<file path="src/rtl/wfill_pkg.sv">
// wfill_pkg: shared state encoding, default sizing and Gray decode for the write-side fill monitor.
package wfill_pkg;

    typedef enum logic [1:0] {
        NORMAL = 2'd0,
        AFULL  = 2'd1,
        FULL   = 2'd2
    } fc_state_e;

    localparam int WFILL_ADDRSIZE_DEF = 4;
    localparam int GRAY_MAX_W         = 16;

    // Decodes the low w bits of g; bits above w are masked so they cannot leak into the result.
    function automatic logic [GRAY_MAX_W-1:0] gray2bin(input logic [GRAY_MAX_W-1:0] g, input int w);
        logic [GRAY_MAX_W-1:0] m;
        logic [GRAY_MAX_W-1:0] b;
        m = g & ((GRAY_MAX_W'(1) << w) - GRAY_MAX_W'(1));
        b = '0;
        b[GRAY_MAX_W-1] = m[GRAY_MAX_W-1];
        for (int i = GRAY_MAX_W - 2; i >= 0; i--) b[i] = b[i+1] ^ m[i];
        return b;
    endfunction

endpackage

</file>
<file path="src/rtl/wr_fill_monitor_sync2_ff.sv">
// sync2_ff: parameterized-width two-flop synchronizer with asynchronous active-low reset.
module sync2_ff #(
    parameter int WIDTH = 1
) (
    input  logic             i_clk,
    input  logic             i_rst_n,
    input  logic [WIDTH-1:0] i_d,
    output logic [WIDTH-1:0] o_q
);

    logic [WIDTH-1:0] r_sync1;

    always_ff @(posedge i_clk or negedge i_rst_n) begin
        if (!i_rst_n) begin
            r_sync1 <= '0;
            o_q     <= '0;
        end else begin
            r_sync1 <= i_d;
            o_q     <= r_sync1;
        end
    end

endmodule

</file>
<file path="src/rtl/wr_fill_monitor.sv">
// wr_fill_monitor: syncs the Gray read pointer into wclk_i, derives fill level, almost-full FSM and error flag.
// Define WFILL_WATERMARK_EN to add the peak-fill watermark register behind wm_level_o.
module wr_fill_monitor
    import wfill_pkg::*;
#(
    parameter int ADDRSIZE = WFILL_ADDRSIZE_DEF
) (
    input  logic              wclk_i,
    input  logic              wrst_n_i,
    input  logic [ADDRSIZE:0] rptr_g_i,
    input  logic [ADDRSIZE:0] wbin_i,
    input  logic [ADDRSIZE:0] afull_thresh_i,
    input  logic [ADDRSIZE:0] afull_hyst_i,
    input  logic              wm_clr_i,
    output logic [ADDRSIZE:0] rptr_sync2_wrclk_o,
    output logic [ADDRSIZE:0] rbin_w_o,
    output logic [ADDRSIZE:0] wfill_o,
    output logic [1:0]        fc_state_o,
    output logic              afull_o,
    output logic              level_err_o,
    output logic [ADDRSIZE:0] wm_level_o
);

    localparam int           W     = ADDRSIZE + 1;
    localparam logic [W-1:0] DEPTH = W'(1) << ADDRSIZE;

    logic [W-1:0] w_raw;
    logic [W-1:0] w_rel;
    logic         w_over;
    logic [W-1:0] r_wfill;
    logic         r_err;
    fc_state_e    r_state;
    fc_state_e    w_state_nxt;

    sync2_ff #(.WIDTH(W)) u_rptr_sync (
        .i_clk   (wclk_i),
        .i_rst_n (wrst_n_i),
        .i_d     (rptr_g_i),
        .o_q     (rptr_sync2_wrclk_o)
    );

    assign rbin_w_o = W'(gray2bin(GRAY_MAX_W'(rptr_sync2_wrclk_o), W));
    assign w_raw    = wbin_i - rbin_w_o;
    assign w_over   = w_raw > DEPTH;
    assign w_rel    = (afull_thresh_i > afull_hyst_i) ? afull_thresh_i - afull_hyst_i : '0;

    always_ff @(posedge wclk_i or negedge wrst_n_i) begin
        if (!wrst_n_i) begin
            r_wfill <= '0;
            r_err   <= 1'b0;
        end else begin
            r_wfill <= w_over ? DEPTH : w_raw;
            r_err   <= r_err | w_over;
        end
    end

    always_ff @(posedge wclk_i or negedge wrst_n_i) begin
        if (!wrst_n_i) r_state <= NORMAL;
        else           r_state <= w_state_nxt;
    end

    // AFULL and FULL share the release rule; only NORMAL compares against the raw threshold.
    always_comb begin
        w_state_nxt = r_state;
        if (r_wfill == DEPTH)
            w_state_nxt = FULL;
        else if (r_state == NORMAL)
            w_state_nxt = (afull_thresh_i != '0 && r_wfill >= afull_thresh_i) ? AFULL : NORMAL;
        else
            w_state_nxt = (afull_thresh_i != '0 && r_wfill >= w_rel) ? AFULL : NORMAL;
    end

    assign wfill_o     = r_wfill;
    assign fc_state_o  = r_state;
    assign afull_o     = r_state != NORMAL;
    assign level_err_o = r_err;

`ifdef WFILL_WATERMARK_EN
    logic [W-1:0] r_wm;

    always_ff @(posedge wclk_i or negedge wrst_n_i) begin
        if (!wrst_n_i) r_wm <= '0;
        else           r_wm <= (wm_clr_i || r_wfill > r_wm) ? r_wfill : r_wm;
    end

    assign wm_level_o = r_wm;
`else
    logic w_unused_wm_clr;

    assign w_unused_wm_clr = wm_clr_i;
    assign wm_level_o      = '0;
`endif

endmodule

</file>
<file path="config.mk">
export PLATFORM = sky130hd
export DESIGN_NAME = wr_fill_monitor
export DESIGN_NICKNAME = d
export VERILOG_FILES = /design/src/rtl/wfill_pkg.sv /design/src/rtl/wr_fill_monitor_sync2_ff.sv /design/src/rtl/wr_fill_monitor.sv
export SDC_FILE = /design/constraint.sdc
export NUM_CORES = 1
export LEC_CHECK = 0
export CORE_ASPECT_RATIO = 2
export CORE_MARGIN = 1
export CORE_UTILIZATION = 47
export CTS_CLUSTER_SIZE = 25
export DETAILED_ROUTE_END_ITERATION = 16
export GPL_TIMING_DRIVEN = 1
export PLACE_DENSITY = 0.95
export SYNTH_ARGS = -nofsm -noshare
export SYNTH_HDL_FRONTEND = slang
export SYNTH_SLANG_ARGS = --single-unit
export TNS_END_PERCENT = 30
</file>
<file path="constraint.sdc">
create_clock -name wclk_i -period 4.9 [get_ports wclk_i]
set_clock_uncertainty 0.2 [all_clocks]
set_input_delay 0.735 -clock wclk_i [delete_from_list [all_inputs] [get_ports wclk_i]]
set_output_delay 0.735 -clock wclk_i [all_outputs]
set_load 0.01 [all_outputs]
</file>
* Word level (Yosys, flattened, before mapping)
Cells that the tools add are included.
** Storage, ports and cells
- Register bits after elaboration :: 18
- Input bits :: 23
- Output and inout bits :: 24
- Logic and storage cells :: 28
** Cells by class
- $add $sub $neg :: 2
- $lt $le $gt $ge :: 4
- Equal/unequal tests :: 1
- Multiplexer cells :: 6
- Bitwise logic cells :: 5
- Reductions and logical operators :: 5
** Operators by type and width (number)
- $ge A5 B5 Y1 :: 2
- $mux W5 :: 2
- $sub A5 B5 Y5 :: 2
- $eq A5 B5 Y1 const B :: 1
- $gt A5 B5 Y1 :: 1
- $gt A5 B5 Y1 const B :: 1
- $reduce_bool A5 Y1 :: 1
- $mux W2 :: 2
- $xor A1 B1 Y1 :: 4
- $logic_and A1 B1 Y1 :: 2
- $logic_not A2 Y1 :: 1
- $mux W1 :: 2
- $reduce_bool A2 Y1 :: 1
- $or A1 B1 Y1 :: 1

* Longest topological paths before layout
Gate-level depths: netlist of the first run.
- Word-level depth :: 7
- Gate-level depth with buffers :: 12

* By module
Synthesis of the first run repeated with hierarchy kept, for this count alone.
** Second synthesis, totals
- Cell total of the unflattened synthesis :: 119
- Area, all modules :: 1233.7 µm²
** By module, submodules not included
- wr_fill_monitor :: times used 1, cells an instance 109, area each 983.4 µm², sequential area each 200.2 µm²
- sync2_ff :: times used 1, cells an instance 10, area each 250.2 µm², sequential area each 250.2 µm²

* Least setup slack after synthesis of the first run
Ideal clock, no wire load.
- Path type :: reg-to-reg
- Start :: register u_rptr_sync.o_q[4]
- End :: register r_err, in the netlist level_err_o
- Setup time :: 0.080 ns
- Arrival time :: 2.794 ns
- Slack :: 1.826 ns
- Cell stages (with the launch flop) :: 12
- Buffers on the path :: 0
- Period minus slack after synthesis :: 3.074 ns
- Cell sequence :: dfrtp_1 xor2_2 xnor2_2 xor2_2 xnor2_1 ha_1 inv_1 fa_1 a21o_1 a21oi_1 xnor2_1 a2bb2oi_1
** On the way
- Longest elaborated chain between the ends :: 7
** Ends and longest elaborated chain
- start: declaration :: line wr_fill_monitor_sync2_ff.sv:8 : output logic [WIDTH-1:0] o_q
- start signal: assignment :: line wr_fill_monitor_sync2_ff.sv:19 : o_q <= r_sync1;
- $xor A1 B1 Y1 :: line wfill_pkg.sv:20 : for (int i = GRAY_MAX_W - 2; i >= 0; i--) b[i] = b[i+1] ^ m[i];
- net rbin_w_o[3] :: line wr_fill_monitor.sv:16 : output logic [ADDRSIZE:0] rbin_w_o,
- $xor A1 B1 Y1 (3 in series) :: line wfill_pkg.sv:20
- net rbin_w_o[0] :: line wr_fill_monitor.sv:16
- $sub A5 B5 Y5 :: line wr_fill_monitor.sv:43 : assign w_raw = wbin_i - rbin_w_o;
- $gt A5 B5 Y1 :: line wr_fill_monitor.sv:44 : assign w_over = w_raw > DEPTH;
- $or A1 B1 Y1 :: line wr_fill_monitor.sv:53 : r_err <= r_err | w_over;
- end signal: assignment :: line wr_fill_monitor.sv:53
- end: declaration :: line wr_fill_monitor.sv:31 : logic r_err;
The timed path passes the listed nets, and every way through them passes these cells.

* Worst setup path after layout of the first run
- Start :: input port afull_thresh_i[1]
- End :: register r_state[0], in the netlist fc_state_o[0]
** On the way
- Longest elaborated chain between the ends :: 7
- Elaborated cells between the ends (all ways) :: 12
- Classes of those cells :: add/sub: 1; order compare: 3; mux: 5; reduce/logical: 3
** Ends and longest elaborated chain
- start: declaration :: line wr_fill_monitor.sv:12 : input logic [ADDRSIZE:0] afull_thresh_i,
- $sub A5 B5 Y5 or $gt A5 B5 Y1 (tied branches) :: line wr_fill_monitor.sv:45 : assign w_rel = (afull_thresh_i > afull_hyst_i) ? afull_thresh_i - afull_hyst_i : '0;
- $mux W5 :: line wr_fill_monitor.sv:45
- $ge A5 B5 Y1 :: line wr_fill_monitor.sv:70 : w_state_nxt = (afull_thresh_i != '0 && r_wfill >= w_rel) ? AFULL : NORMAL;
- $logic_and A1 B1 Y1 :: line wr_fill_monitor.sv:70
- $mux W1 :: line wr_fill_monitor.sv:70
- $mux W2 * :: line wr_fill_monitor.sv:67 : else if (r_state == NORMAL)
- $mux W2 * :: line wr_fill_monitor.sv:65 : if (r_wfill == DEPTH)
- net w_state_nxt[0] :: line wr_fill_monitor.sv:33 : fc_state_e w_state_nxt;
- end signal: assignment :: line wr_fill_monitor.sv:59 : else r_state <= w_state_nxt;
- end: declaration :: line wr_fill_monitor.sv:32 : fc_state_e r_state;
The timed path passes the listed nets; every way through them passes the cells marked *.

==> flow_metrics.py, run 1 <==
metrics = {
    "run_status": {
        "status": "finished clean",
    },
    "timing": {
        "fin_ws_ns": 1.250,
        "final_max_slew_viol_count": 0,
        "fmax_ghz": 0.2740,
        "fin_crit_sh_pct": 74.48,
        "rsz0062_at_grt": "no",
        "slew_headroom_pct": 48.28,
        "setup_viol": 0,
        "finalSetupTns_ns": 0,
        "tightest_slew_ns": 0.7734,
        "min_period_ns": 3.650,
        "hold_viol": 0,
    },
    "grt": {
        "grt_pass1_wl_um": 4305,
        "grtUsageMet3_pct": 2.687,
        "top_usage_layer": "met2",
        "track_usage_pct": 22.08,
        "grt_pass1_vias": 1051,
        "grt.met2_usage_pct": 42.94,
        "grt_max_degree": 19,
        "antenna_found_initial": 0,
        "grt_use_met1_pct": 18.56,
        "globalRoute.totalOverflow": 0,
    },
    "floorplan": {
        "die-height_um": 74.46,
        "core_mm2": 0.002505,
        "initial_core_util_pct": 49.25,
        "dieArea_mm2": 0.002846,
        "die_w_um": 38.23,
        "num_rows": 26,
        "ioPinCount": 47,
    },
    "synthesis": {
        "synth_top_flop_cell": "dfrtp_1",
        "synth.distinct_cells": 29,
        "yosys.area.top_type": "dfrtp_1",
        "synth_top_family_by_area": "adder cells",
        "ys_top_cells_by_area": "dfrtp_1 (37%), ha_1 (19%), inv_1 (5.8%)",
        "synthSimpleGateAreaFrac_pct": 8.621,
        "synthAdderAreaFrac_pct": 22.52,
        "synth_seq_cells": 18,
        "netlist.area_leader.share_pct": 36.51,
        "syn_inst": 119,
        "seq_area_frac_synth_pct": 36.51,
        "synth_edf_count": 0,
        "ys_async_sr_fraction_pct": 100.0,
        "avgSynthCellArea_um2": 10.37,
        "synth_warnings": 0,
        "synthXorXnorAreaFrac_pct": 8.925,
        "yosys-top-cells-count": "ha_1 (19), inv_1 (19), dfrtp_1 (18), nor2_1 (7)",
        "synth_mux_area_share_pct": 0,
        "synth_compound_gate_area_share_pct": 13.69,
        "synth_area_mm2": 0.001234,
    },
    "worst_setup_path": {
        "worstPathRequired_ns": 4.84,
        "critPathArrivalTime_ns": 3.59,
        "crit_fanout": 5,
        "start_kind": "primary input",
        "cp-end-kind": "flop",
        "critical_path_class": "primary input to flop",
    },
    "clock_tree": {
        "cts_num_sinks": 18,
        "clk_transition_reported_paths_ns": 0.06,
        "cts_made_buffers": 3,
        "cts_hold_buf": 0,
        "post_cts_resized": 0,
        "clk_path_buf_depth": 2,
        "cts_root_buf": "clkbuf_8",
        "clock_latency_ns": 0.25,
        "cts_tree": "built",
        "htreeDepth": 1,
        "post_cts_buffers": 0,
    },
    "power": {
        "p_leak_nw": 0.8083,
        "peakVddDrop_uv": 278.5,
        "pwr_density_cell_mw_per_mm2": 362.3,
    },
    "drt": {
        "drt-initial-drc-count": 40,
        "routed_wl_um": 2864,
        "via_per_inst": 5.344,
        "drc": 0,
        "drtAntennaViolNets": 0,
        "wl_per_cell_um": 15.15,
        "vias": 1010,
        "dr.pass1.iters": 4,
    },
    "layout": {
        "drive_above_1_share_pct": 4.348,
        "final_nets": 206,
        "diodes": 0,
        "area_delta_synth_final_pct": 37.32,
    },
    "placed_design": {
        "port_buffers": 40,
        "dp_slack_ns": 1.023,
        "gp_congestion": 0.7634,
        "hpwl_um": 2336,
    },
    "hold_path": {
        "hold_path.class": "flop to flop",
    },
    "run": {
        "drv_cap": 0,
    },
}
## routing by layer
layer  up-vias  wire (um)
met4         0        141
met2        48       1663
met5         -          0
li1        479          -
met1       470        953
met3        13        106
## kinds of logic after synthesis
group	count (synthesis)
buffers and inverters	25
AND/OR/NAND/NOR	20
XOR/XNOR	10
adder cells (fa/ha/maj)	21
other	1
AO/OA/AOI/OAI	24
flip-flops	18
## power by group
part	internal [mW]	total [mW]	switching [mW]
Combinational	0.155	0.296	0.141
Clock	0.0714	0.120	0.0487
Sequential	0.175	0.197	0.0227
Total	0.401	0.614	0.212
## worst paths after layout
check / from / to / slack (ns) / cells after the start
worst max-delay path: afull_thresh_i[1] / fc_state_o[0] / 1.25 / 11
worst min register to register: u_rptr_sync.r_sync1[4] / u_rptr_sync.o_q[4] / 0.15 / 0
min in group asynchronous: wrst_n_i / u_rptr_sync.o_q[1] / 0.73 / 1
worst max register to register: u_rptr_sync.o_q[4] / level_err_o / 1.68 / 11
max in group asynchronous: wrst_n_i / u_rptr_sync.o_q[2] / 3.29 / 1
worst min-delay path: u_rptr_sync.r_sync1[4] / u_rptr_sync.o_q[4] / 0.15 / 0
## sequential cells by signal, indices dropped and copies added (netlist names)
| signal | cells |
|---|---|
| level_err_o | 1 |
| fc_state_o | 2 |
| u_rptr_sync.r_sync1 | 5 |
| wfill_o | 5 |
| u_rptr_sync.o_q | 5 |
## final cells by class
cell class                      instances  area [um2]
Fill cell                             188       810.8
Sequential cell                        18       450.4
Multi-Input combinational cell         80       681.9
Timing Repair Buffer                   40       400.4
Clock buffer                            4       55.05
Tap cell                               28       35.03
Inverter                               19       71.32
## stage by stage
stage,power [mW],area (um2),std cells,hold WS [ns],util (%)
2_1_floorplan,0.3579,1249,123,0.1312,-
3_3_place_gp,0.4759,1639,185,0.1353,65.43
3_5_place_dp,0.4935,1639,185,0.1387,65.43
4_1_cts,0.6159,1694,189,0.1525,67.63
5_1_grt,0.6517,1694,189,0.1605,67.63
6_report,0.6137,1694,189,0.1510,67.63
## worst max-delay path, stage by stage
cell	delay, ns
clkdlybuf4s50_1	0.52
ha_1	0.36
nor2b_1	0.15
o211a_1	0.22
o31a_1	0.33
o211a_1	0.23
ha_1	0.26
nand2b_1	0.15
a211oi_1	0.34
o21ai_0	0.17
o311a_1	0.13
## placed cells by master, fill, tap and decap left out, types with 2 or more instances in the layout
master / instances
nand2_1: 2
inv_1: 19
xnor2_1: 6
nand2b_1: 2
nor4_1: 2
dfrtp_1: 18
ha_1: 19
nor2_1: 7
a21o_1: 2
fa_1: 2
a21oi_1: 4
nor3_1: 2
conb_1: 5
clkdlybuf4s50_1: 40
clkbuf_8: 4
and2_1: 2
o21ai_0: 5
xor2_2: 2
o211a_1: 2
a211oi_1: 3
o211ai_1: 4
Power figures use the tool's default switching activity.
==> run 2, diff against run 1 <==
CORE_UTILIZATION = 44   (was 47)
PLACE_DENSITY = 0.91   (was 0.95)
clock period = 3.7 ns   (was 4.9 ns; I/O delays follow)
==> run 2 against run 1 <==
Net effect: global-route usage shrank 1.4 points; combinational power up 31%; hold slack gained 0.0022 ns; power up 32%; clock power increased by 33%; setup slack worse by 0.95 ns.
==> flow_metrics.py, run 2 (synthesis results as in run 1) <==
metrics = {
    "clock_tree": {
        "clk_path_buf_depth": 2,
        "cts_made_buffers": 3,
        "cts_num_sinks": 18,
        "cts_tree": "built",
        "cts_hold_buf": 0,
        "post_cts_buffers": 0,
        "clk_transition_reported_paths_ns": 0.07,
        "post_cts_resized": 0,
        "clock_latency_ns": 0.25,
        "htreeDepth": 1,
        "cts_root_buf": "clkbuf_8",
    },
    "drt": {
        "drt-initial-drc-count": 15,
        "via_per_inst": 5.556,
        "routed.top_layer": "met4",
        "route.met2.wl_um": 1703,
        "dr.pass1.iters": 4,
        "drtAntennaViolNets": 0,
        "routed_wl_um": 2993,
        "wl_met3_um": 143,
        "drc": 0,
        "vias": 1050,
        "wl_met1_um": 953,
        "wl_per_cell_um": 15.84,
    },
    "placed_design": {
        "gp_congestion": 0.7108,
        "hpwl_um": 2481,
        "dp_slack_ns": 0.05742,
        "port_buffers": 40,
        "placed_cell_area_mm2": 0.001639,
    },
    "worst_setup_path": {
        "cp-end-kind": "flop",
        "critical_path_class": "primary input to flop",
        "worstPathRequired_ns": 3.69,
        "r2r_slack_ns": 0.45,
        "start_kind": "primary input",
        "crit_fanout": 2,
        "critPathArrivalTime_ns": 3.39,
    },
    "grt": {
        "globalRoute.totalOverflow": 0,
        "grt_max_degree": 19,
        "track_usage_pct": 20.72,
        "grt_pass1_wl_um": 4395,
        "grt_pass1_vias": 1116,
        "antenna_found_initial": 0,
    },
    "timing": {
        "tightest_slew_ns": 0.7677,
        "min_period_ns": 3.395,
        "rsz0062_at_grt": "no",
        "fin_ws_ns": 0.3050,
        "final_max_slew_viol_count": 0,
        "fin_crit_sh_pct": 91.76,
        "slew_headroom_pct": 48.66,
        "setup_viol": 0,
        "finalSetupTns_ns": 0,
        "fmax_ghz": 0.2946,
        "hold_viol": 0,
    },
    "power": {
        "peakVddDrop_uv": 315.5,
        "p_leak_nw": 0.8083,
        "swShare_pct": 34.62,
        "power_switching_mw": 0.2812,
        "pwr-share-comb_pct": 47.9,
        "pwr-share-clk_pct": 19.7,
        "pwr-share-seq_pct": 32.4,
        "pwr_density_cell_mw_per_mm2": 479.4,
        "p_int_mw": 0.5310,
    },
    "floorplan": {
        "core_mm2": 0.002603,
        "ioPinCount": 47,
        "die-height_um": 76.89,
        "die_w_um": 39.44,
        "num_rows": 26,
        "dieArea_mm2": 0.003032,
        "initial_core_util_pct": 47.40,
    },
    "layout": {
        "drive_above_1_share_pct": 4.348,
        "final_common_cell": "clkdlybuf4s50_1",
        "finalInstanceArea_mm2": 0.001694,
        "diodes": 0,
        "area_delta_synth_final_pct": 37.32,
        "final_nets": 206,
        "mostFrequentLayoutCells": "clkdlybuf4s50_1 (40), inv_1 (19), ha_1 (19), dfrtp_1 (18), nor2_1 (7)",
    },
    "run_status": {
        "status": "finished clean",
    },
    "hold_path": {
        "hold_path.class": "flop to flop",
    },
    "run": {
        "drv_cap": 0,
    },
}
==> run 2: cell counts in the layout (fill, tap and decap cells not counted) <==
Identical to the previous run, type by type.
==> run 2: worst max-delay path, cell delays in order <==
cell             delay, ns
clkdlybuf4s50_1       0.42
inv_1                 0.14
ha_1                  0.18
inv_1                 0.06
fa_1                  0.40
a21o_1                0.18
a21oi_1               0.18
xnor2_1               0.16
o211ai_1              0.19
ha_1                  0.33
nor3_1                0.05
a211oi_1              0.31
o311a_1               0.23
==> run 2: power groups by stage <==
stage	sequential (mW)	clock [mW]	combinational (mW)
2_1_floorplan	0.275	0	0.199
3_3_place_gp	0.262	0	0.365
3_5_place_dp	0.266	0	0.388
4_1_cts	0.262	0.163	0.391
5_1_grt	0.266	0.168	0.428
6_report	0.263	0.160	0.389
==> run 2: cell type report <==
| cell class | count | area (um2) |
|---|---|---|
| inverter | 19 | 71.32 |
| tap | 28 | 35.03 |
| sequential | 18 | 450.4 |
| clock buffer | 4 | 55.05 |
| timing repair buffer | 40 | 400.4 |
| fill | 227 | 908.4 |
| multi-input combinational | 80 | 681.9 |
==> run 2: stage by stage <==
stage / std cells / hold WS [ns] / utilization (%) / power, mW
floorplan: 123 / 0.05941 / - / 0.4740
CTS: 189 / 0.1553 / 65.10 / 0.8153
global placement: 185 / 0.1351 / 62.98 / 0.6274
detailed placement: 185 / 0.1378 / 62.98 / 0.6534
finish: 189 / 0.1532 / 65.10 / 0.8122
global route: 189 / 0.1565 / 65.10 / 0.8616
==> run 2: final timing paths <==
path | cells after the start | to | startpoint
max in group asynchronous | 1 | wfill_o[0] | wrst_n_i
worst min register to register | 0 | u_rptr_sync.o_q[0] | u_rptr_sync.r_sync1[0]
worst min-delay path | 0 | u_rptr_sync.o_q[0] | u_rptr_sync.r_sync1[0]
worst max-delay path | 13 | fc_state_o[0] | afull_thresh_i[0]
min in group asynchronous | 1 | u_rptr_sync.o_q[2] | wrst_n_i
worst max register to register | 11 | level_err_o | u_rptr_sync.o_q[4]
==> run 2: metal layers <==
layer / vias to the layer above / track usage (%)
li1: 479 / -
met1: 503 / 15.77
met2: 51 / 38.20
met3: 17 / 3.757
met4: 0 / 16.21
met5: - / 0
